[src/rtl/ifetch_unit_if.sv]
// Instruction-memory fetch bus: valid/ready request, response-valid return.
interface ifetch_unit_if #(
  parameter int unsigned ADDR_WIDTH = 32
);
  logic                  ReqValid;
  logic [ADDR_WIDTH-1:0] ReqAddr;
  logic                  ReqReady;
  logic                  RespValid;
  logic [31:0]           RespData;

  modport master (
    output ReqValid,
    output ReqAddr,
    input  ReqReady,
    input  RespValid,
    input  RespData
  );

  modport slave (
    input  ReqValid,
    input  ReqAddr,
    output ReqReady,
    output RespValid,
    output RespData
  );
endinterface

[src/rtl/ifetch_unit.sv]
// Single-outstanding instruction fetch unit with branch redirect and flush.
// Optional IFETCH_MISALIGN_TRAP_EN: misaligned redirects trap instead of being aligned.
module ifetch_unit #(
  parameter int unsigned           ADDR_WIDTH   = 32,
  parameter logic [ADDR_WIDTH-1:0] RESET_VECTOR = '0
) (
  input  logic                  clk,
  input  logic                  reset,
  ifetch_unit_if.master         imem,
  output logic [31:0]           Instr,
  output logic                  InstrValid,
  output logic [ADDR_WIDTH-1:0] PC,
  output logic [ADDR_WIDTH-1:0] PCPlus4,
  input  logic                  Advance,
  input  logic                  PCSrc,
  input  logic [ADDR_WIDTH-1:0] PCTarget,
  input  logic                  Flush,
  input  logic [ADDR_WIDTH-1:0] FlushPC,
  output logic                  MisalignErr
);

`ifdef IFETCH_MISALIGN_TRAP_EN
  localparam bit TrapEn = 1'b1;
`else
  localparam bit TrapEn = 1'b0;
`endif

  localparam logic [31:0] NopInstr = 32'h0000_0013;

  typedef enum logic [1:0] {StReq, StWait, StHold, StDrop} state_e;

  state_e                state_q, state_d;
  logic [ADDR_WIDTH-1:0] pc_q, pc_d;
  logic [31:0]           instr_q, instr_d;
  logic                  ivalid_q, ivalid_d;
  logic                  err_q, err_d;
  logic                  req_valid_q;
  logic                  redir;
  logic [ADDR_WIDTH-1:0] redir_addr;

  always_comb begin
    state_d    = state_q;
    pc_d       = pc_q;
    instr_d    = instr_q;
    ivalid_d   = ivalid_q;
    err_d      = err_q;
    redir      = 1'b0;
    redir_addr = pc_q;
    case (state_q)
      StReq: begin
        if (imem.ReqReady) state_d = StWait;
        if (Flush) begin
          redir      = 1'b1;
          redir_addr = FlushPC;
          // An accepted old address still owes us a response that must be dropped.
          state_d    = imem.ReqReady ? StDrop : StReq;
        end
      end
      StWait: begin
        if (Flush) begin
          redir      = 1'b1;
          redir_addr = FlushPC;
          state_d    = imem.RespValid ? StReq : StDrop;
        end else if (imem.RespValid) begin
          instr_d  = imem.RespData;
          ivalid_d = 1'b1;
          state_d  = StHold;
        end
      end
      StDrop: begin
        if (Flush) begin
          redir      = 1'b1;
          redir_addr = FlushPC;
          state_d    = imem.RespValid ? StReq : StDrop;
        end else if (imem.RespValid) begin
          state_d = StReq;
        end
      end
      StHold: begin
        if (Flush) begin
          redir      = 1'b1;
          redir_addr = FlushPC;
          ivalid_d   = 1'b0;
          state_d    = StReq;
        end else if (Advance && ivalid_q) begin
          ivalid_d = 1'b0;
          state_d  = StReq;
          if (PCSrc) begin
            redir      = 1'b1;
            redir_addr = PCTarget;
          end else begin
            pc_d = pc_q + ADDR_WIDTH'(4);
          end
        end
      end
      default: state_d = StReq;
    endcase

    if (redir) begin
      if (TrapEn) begin
        pc_d = redir_addr;
        // Park in hold with no valid word; only an aligned flush or reset restarts fetch.
        if (redir_addr[1:0] != 2'b00) begin
          err_d    = 1'b1;
          ivalid_d = 1'b0;
          state_d  = StHold;
        end
      end else begin
        pc_d = redir_addr & ~ADDR_WIDTH'(3);
      end
    end
  end

  always_ff @(posedge clk) begin
    if (reset) begin
      state_q     <= StReq;
      pc_q        <= RESET_VECTOR;
      instr_q     <= NopInstr;
      ivalid_q    <= 1'b0;
      err_q       <= 1'b0;
      req_valid_q <= 1'b1;
    end else begin
      state_q     <= state_d;
      pc_q        <= pc_d;
      instr_q     <= instr_d;
      ivalid_q    <= ivalid_d;
      err_q       <= err_d;
      req_valid_q <= (state_d == StReq);
    end
  end

  assign imem.ReqValid = req_valid_q;
  assign imem.ReqAddr  = pc_q;
  assign Instr         = instr_q;
  assign InstrValid    = ivalid_q;
  assign PC            = pc_q;
  assign PCPlus4       = pc_q + ADDR_WIDTH'(4);
  assign MisalignErr   = TrapEn ? err_q : 1'b0;

endmodule

[src/flat_wrapper.sv]
// flat-port wrapper written by rule: the top's interface ports become plain ports
module ifetch_unit_flat 
#(
  parameter int unsigned           ADDR_WIDTH   = 32,
  parameter logic [ADDR_WIDTH-1:0] RESET_VECTOR = '0
)
  (clk, reset, Instr, InstrValid, PC, PCPlus4, Advance, PCSrc, PCTarget, Flush, FlushPC, MisalignErr, imem_ReqValid, imem_ReqAddr, imem_ReqReady, imem_RespValid, imem_RespData);
  ifetch_unit_if #(.ADDR_WIDTH(ADDR_WIDTH)) imem_i ();
  input  logic clk;
  input  logic reset;
  output logic [31:0] Instr;
  output logic InstrValid;
  output logic [ADDR_WIDTH-1:0] PC;
  output logic [ADDR_WIDTH-1:0] PCPlus4;
  input  logic Advance;
  input  logic PCSrc;
  input  logic [ADDR_WIDTH-1:0] PCTarget;
  input  logic Flush;
  input  logic [ADDR_WIDTH-1:0] FlushPC;
  output logic MisalignErr;
  output wire logic [$bits(imem_i.ReqValid)-1:0] imem_ReqValid;
  output wire logic [$bits(imem_i.ReqAddr)-1:0] imem_ReqAddr;
  input wire logic [$bits(imem_i.ReqReady)-1:0] imem_ReqReady;
  input wire logic [$bits(imem_i.RespValid)-1:0] imem_RespValid;
  input wire logic [$bits(imem_i.RespData)-1:0] imem_RespData;
  assign imem_ReqValid = imem_i.ReqValid;
  assign imem_ReqAddr = imem_i.ReqAddr;
  assign imem_i.ReqReady = imem_ReqReady;
  assign imem_i.RespValid = imem_RespValid;
  assign imem_i.RespData = imem_RespData;
  ifetch_unit #(.ADDR_WIDTH(ADDR_WIDTH), .RESET_VECTOR(RESET_VECTOR)) u_core (.clk(clk), .reset(reset), .imem(imem_i), .Instr(Instr), .InstrValid(InstrValid), .PC(PC), .PCPlus4(PCPlus4), .Advance(Advance), .PCSrc(PCSrc), .PCTarget(PCTarget), .Flush(Flush), .FlushPC(FlushPC), .MisalignErr(MisalignErr));
endmodule
[config.mk]
export PLATFORM = sky130hd
export DESIGN_NAME = ifetch_unit_flat
export DESIGN_NICKNAME = d
export VERILOG_FILES = /design/src/rtl/ifetch_unit_if.sv /design/src/rtl/ifetch_unit.sv /design/src/flat_wrapper.sv
export SDC_FILE = /design/constraint.sdc
export NUM_CORES = 1
export LEC_CHECK = 0
export ABC_AREA = 1
export CORE_UTILIZATION = 31
export DETAILED_ROUTE_END_ITERATION = 16
export PLACE_DENSITY = 0.68
export SETUP_SLACK_MARGIN = 0.3
export SYNTH_ARGS = -nofsm -noshare
export SYNTH_HDL_FRONTEND = slang
export SYNTH_SLANG_ARGS = --single-unit
[constraint.sdc]
create_clock -name clk -period 2.65 [get_ports clk]
set_input_delay 0.53 -clock clk [delete_from_list [all_inputs] [get_ports clk]]
set_output_delay 0.53 -clock clk [all_outputs]
set_load 0.02 [all_outputs]
==> results.json <==
{
  "status": "completed",
  "cp.required_ns": 2.12,
  "tns_ns": 0,
  "rsz0062_at_grt": "true",
  "grt_antenna_before_repair": 0,
  "postCtsHoldBufs": 0,
  "ys_seq_area_share_pct": 33.7,
  "syn_inst": 621,
  "cell_internal_pwr_mw": 2.19,
  "area_growth_pct": 68.4,
  "powerDensity_nw_per_um2": 469,
  "worst_slack_ns": 0.354,
  "min_to": "u_core.Instr[25]$_SDFFE_PP0P_",
  "startpoint": "u_core.PC[8]$_SDFFE_PP0P_",
  "ir_drop_v": 0.000511,
  "fp.dieH_um": 115,
  "clockPowerShare_pct": 39.1,
  "synth_xor_xnor_area_share_pct": 3.35,
  "portBuffers": 222,
  "clkTransAtPathRegs_ns": 0.06,
  "row_count": 40,
  "synth_compound_area_share_pct": 15.7,
  "place_area_um2": 6210,
  "drc_errors": 0,
  "core_area_um2": 12200,
  "grt-busiest-layer": "met2",
  "ys_ff_latch": 66,
  "setup_viol": 0,
  "hold_path.startpoint": "u_core.Instr[25]$_SDFFE_PP0P_",
  "dp.cells": 986,
  "min_path_type": "register to register",
  "grt_max_degree": 35,
  "grt_util_met3_pct": 7.78,
  "root_buffer": "clkbuf_16",
  "r2r_slack_ns": 0.78,
  "r2r.worst_path.cells": 8,
  "viasPerCell": 4.71,
  "arrival_ns": 1.77,
  "crit_type": "register to output pin",
  "num_vias": 4745,
  "grt_use_met2_pct": 41.4,
  "layout-drive-gt1-share_pct": 15.8,
  "hold_depth": 2,
  "slew_viol_final": 0,
  "io_pins": 234,
  "cts.path.max_buffers": 2,
  "die-area_um2": 13100,
  "use_met1_pct": 23.1,
  "grt_pass1_vias": 4668,
  "r2r-end": "u_core.PC[5]$_SDFFE_PP0P_",
  "critPathMaxFanout": 5,
  "grt_use_total_pct": 22.7,
  "comb_power_share_pct": 25.0,
  "finalCritPeriodShare_pct": 86.6,
  "antennaDiodeCount": 0,
  "cp-start-kind": "register",
  "fmax_mhz": 436,
  "wl_per_cell_um": 14.7,
  "htreeDepth": 3,
  "p_sw_uw": 906,
  "drtIter0Drc": 149,
  "yosysUniqueCellTypes": 30,
  "p_leak_nw": 2.65,
  "nNetsFinal": 939,
  "cts_buffers": 9,
  "rr_startpoint": "u_core.state_q[1]$_SDFF_PP0_",
  "crit_path_end_kind": "output pin",
  "whs_ns": 0.482,
  "synth_top_family_by_area": "simple AND/OR/NAND/NOR gates",
  "clk_latency_ns": 0.34,
  "grt_pass1_wl_um": 22800,
  "seq_power_share_pct": 35.9,
  "ys_warn_count": 0,
  "hold_viol": 0,
  "fin_skew_ns": 0.00739,
  "synth_adder_area_share_pct": 0.319,
  "fin_area_um2": 6610,
  "die_w_um": 115,
  "ant_nets": 0,
  "dp_slack_ns": 0.0928,
  "cts_tree": "done",
  "place_hpwl_um": 11700,
  "grt.overflow.total": 0,
  "first_pass_iters": 4,
  "sw_frac_of_total_pct": 29.2,
  "maxCapViolCount": 0,
  "cts_sinks": 66,
  "finalPower_mw": 3.10,
  "wirelength_um": 14800,
  "syn_area_um2": 3920,
  "start_util_pct": 32.3,
  "postLayoutCoreUtil_pct": 54.3,
  "fin_cells": 1008,
  "synth.area.mux_share_pct": 0,
  "synth-simple-area-share_pct": 32.5,
  "min_period_ns": 2.30,
  "place_congestion": 0.907,
  "synth_area_per_cell_um2": 6.32
}
[state kept, by name, indices dropped and copies added (netlist names)]
name / flops
u_core.Instr: 32
u_core.PC: 30
u_core.state_q: 2
u_core.InstrValid: 1
u_core.imem.ReqValid: 1
[kinds of logic after synthesis]
| kind of cell | Yosys count |
|---|---|
| adders and majority gates | 1 |
| DFF | 66 |
| and+or+nand+nor | 315 |
| AOI/OAI and AO/OA | 114 |
| buffers and inverters | 109 |
| xor gates and xnor gates | 15 |
| other | 1 |
[placed cells by master (no fill, tap or decap), types with 14 or more instances in the layout]
cell type	instances
a21oi_1	20
buf_4	35
clkdlybuf4s50_1	195
dfxtp_1	45
dfxtp_2	18
inv_1	45
nand2_1	131
nand3_1	32
nor2_1	118
nor2_2	18
o21ai_0	67
o22ai_1	14
[worst max path at each step]
stage,slack (ns),endpoint,cells after the start
after floorplan,0.52,PCPlus4[16],5
after global placement,0.13,PCPlus4[18],7
after detailed placement,0.09,u_core.imem.ReqValid$_SDFF_PP1_,8
after CTS,0.26,PCPlus4[18],7
after global routing,0.24,PCPlus4[31],7
final,0.35,PCPlus4[11],7
[cell type report]
cell class	count	area [µm²]
Fill cell	1218	5550
Timing Repair Buffer	256	2390
Clock buffer	10	239
Clock inverter	6	66.3
Multi-Input combinational cell	452	2160
Tap cell	168	210
Inverter	50	190
Sequential cell	66	1360
[worst max-delay path: stages, from the launching register on]
cell and delay [ns]:
dfxtp_4 0.38, nand2_1 0.10, nor2_2 0.17, nand2_1 0.12
nor2_4 0.17, buf_4 0.14, xor2_1 0.16, clkbuf_2 0.20
[power groups by stage]
| stage | registers, mW | clock network (mW) | logic [mW] |
|---|---|---|---|
| after CTS | 1.11 | 1.24 | 0.780 |
| after detailed placement | 1.13 | 0 | 0.788 |
| final | 1.11 | 1.21 | 0.774 |
| after global routing | 1.12 | 1.28 | 0.837 |
| after floorplan | 1.18 | 0 | 0.322 |
| after global placement | 1.12 | 0 | 0.778 |
[layer usage]
| layer | vias to the layer above | share of wire (%) |
|---|---|---|
| li1 | 2370 | - |
| met1 | 2137 | 38 |
| met2 | 212 | 49 |
| met3 | 26 | 10 |
| met4 | 0 | 2.8 |
| met5 | - | 0 |
[timing repair]
item / CTS / global route
buffers inserted: 2 / 4
endpoints found under the setup margin: 27 / 24
pin swaps: 2 / 7
gates resized for setup: 94 / 48
[Yosys cell counts]
cell type / count / area share (%)
nor2_1: 135 / 13
o21ai_1: 3 / 0.38
nand2_2: 4 / 0.64
buf_2: 7 / 0.89
dfxtp_1: 66 / 34
xor2_1: 12 / 2.7
a31oi_1: 1 / 0.16
a41oi_1: 1 / 0.22
nand3_1: 32 / 4.1
nand3_2: 1 / 0.26
o22ai_1: 14 / 2.2
ha_1: 1 / 0.32
o21ai_0: 67 / 8.5
clkbuf_1: 13 / 1.2
xnor2_1: 3 / 0.67
o221ai_1: 2 / 0.45
o21bai_1: 2 / 0.38
nand2_1: 134 / 13
or3_1: 1 / 0.16
nor2_4: 2 / 0.57
and2_1: 1 / 0.16
nand4_1: 1 / 0.16
buf_4: 39 / 7.5
inv_2: 4 / 0.38
nor3_2: 1 / 0.26
inv_1: 46 / 4.4
conb_1: 1 / 0.096
a211oi_1: 4 / 0.77
a21oi_1: 20 / 2.6
nor2_2: 3 / 0.48
No activity file was read; power rests on OpenSTA's default activity.
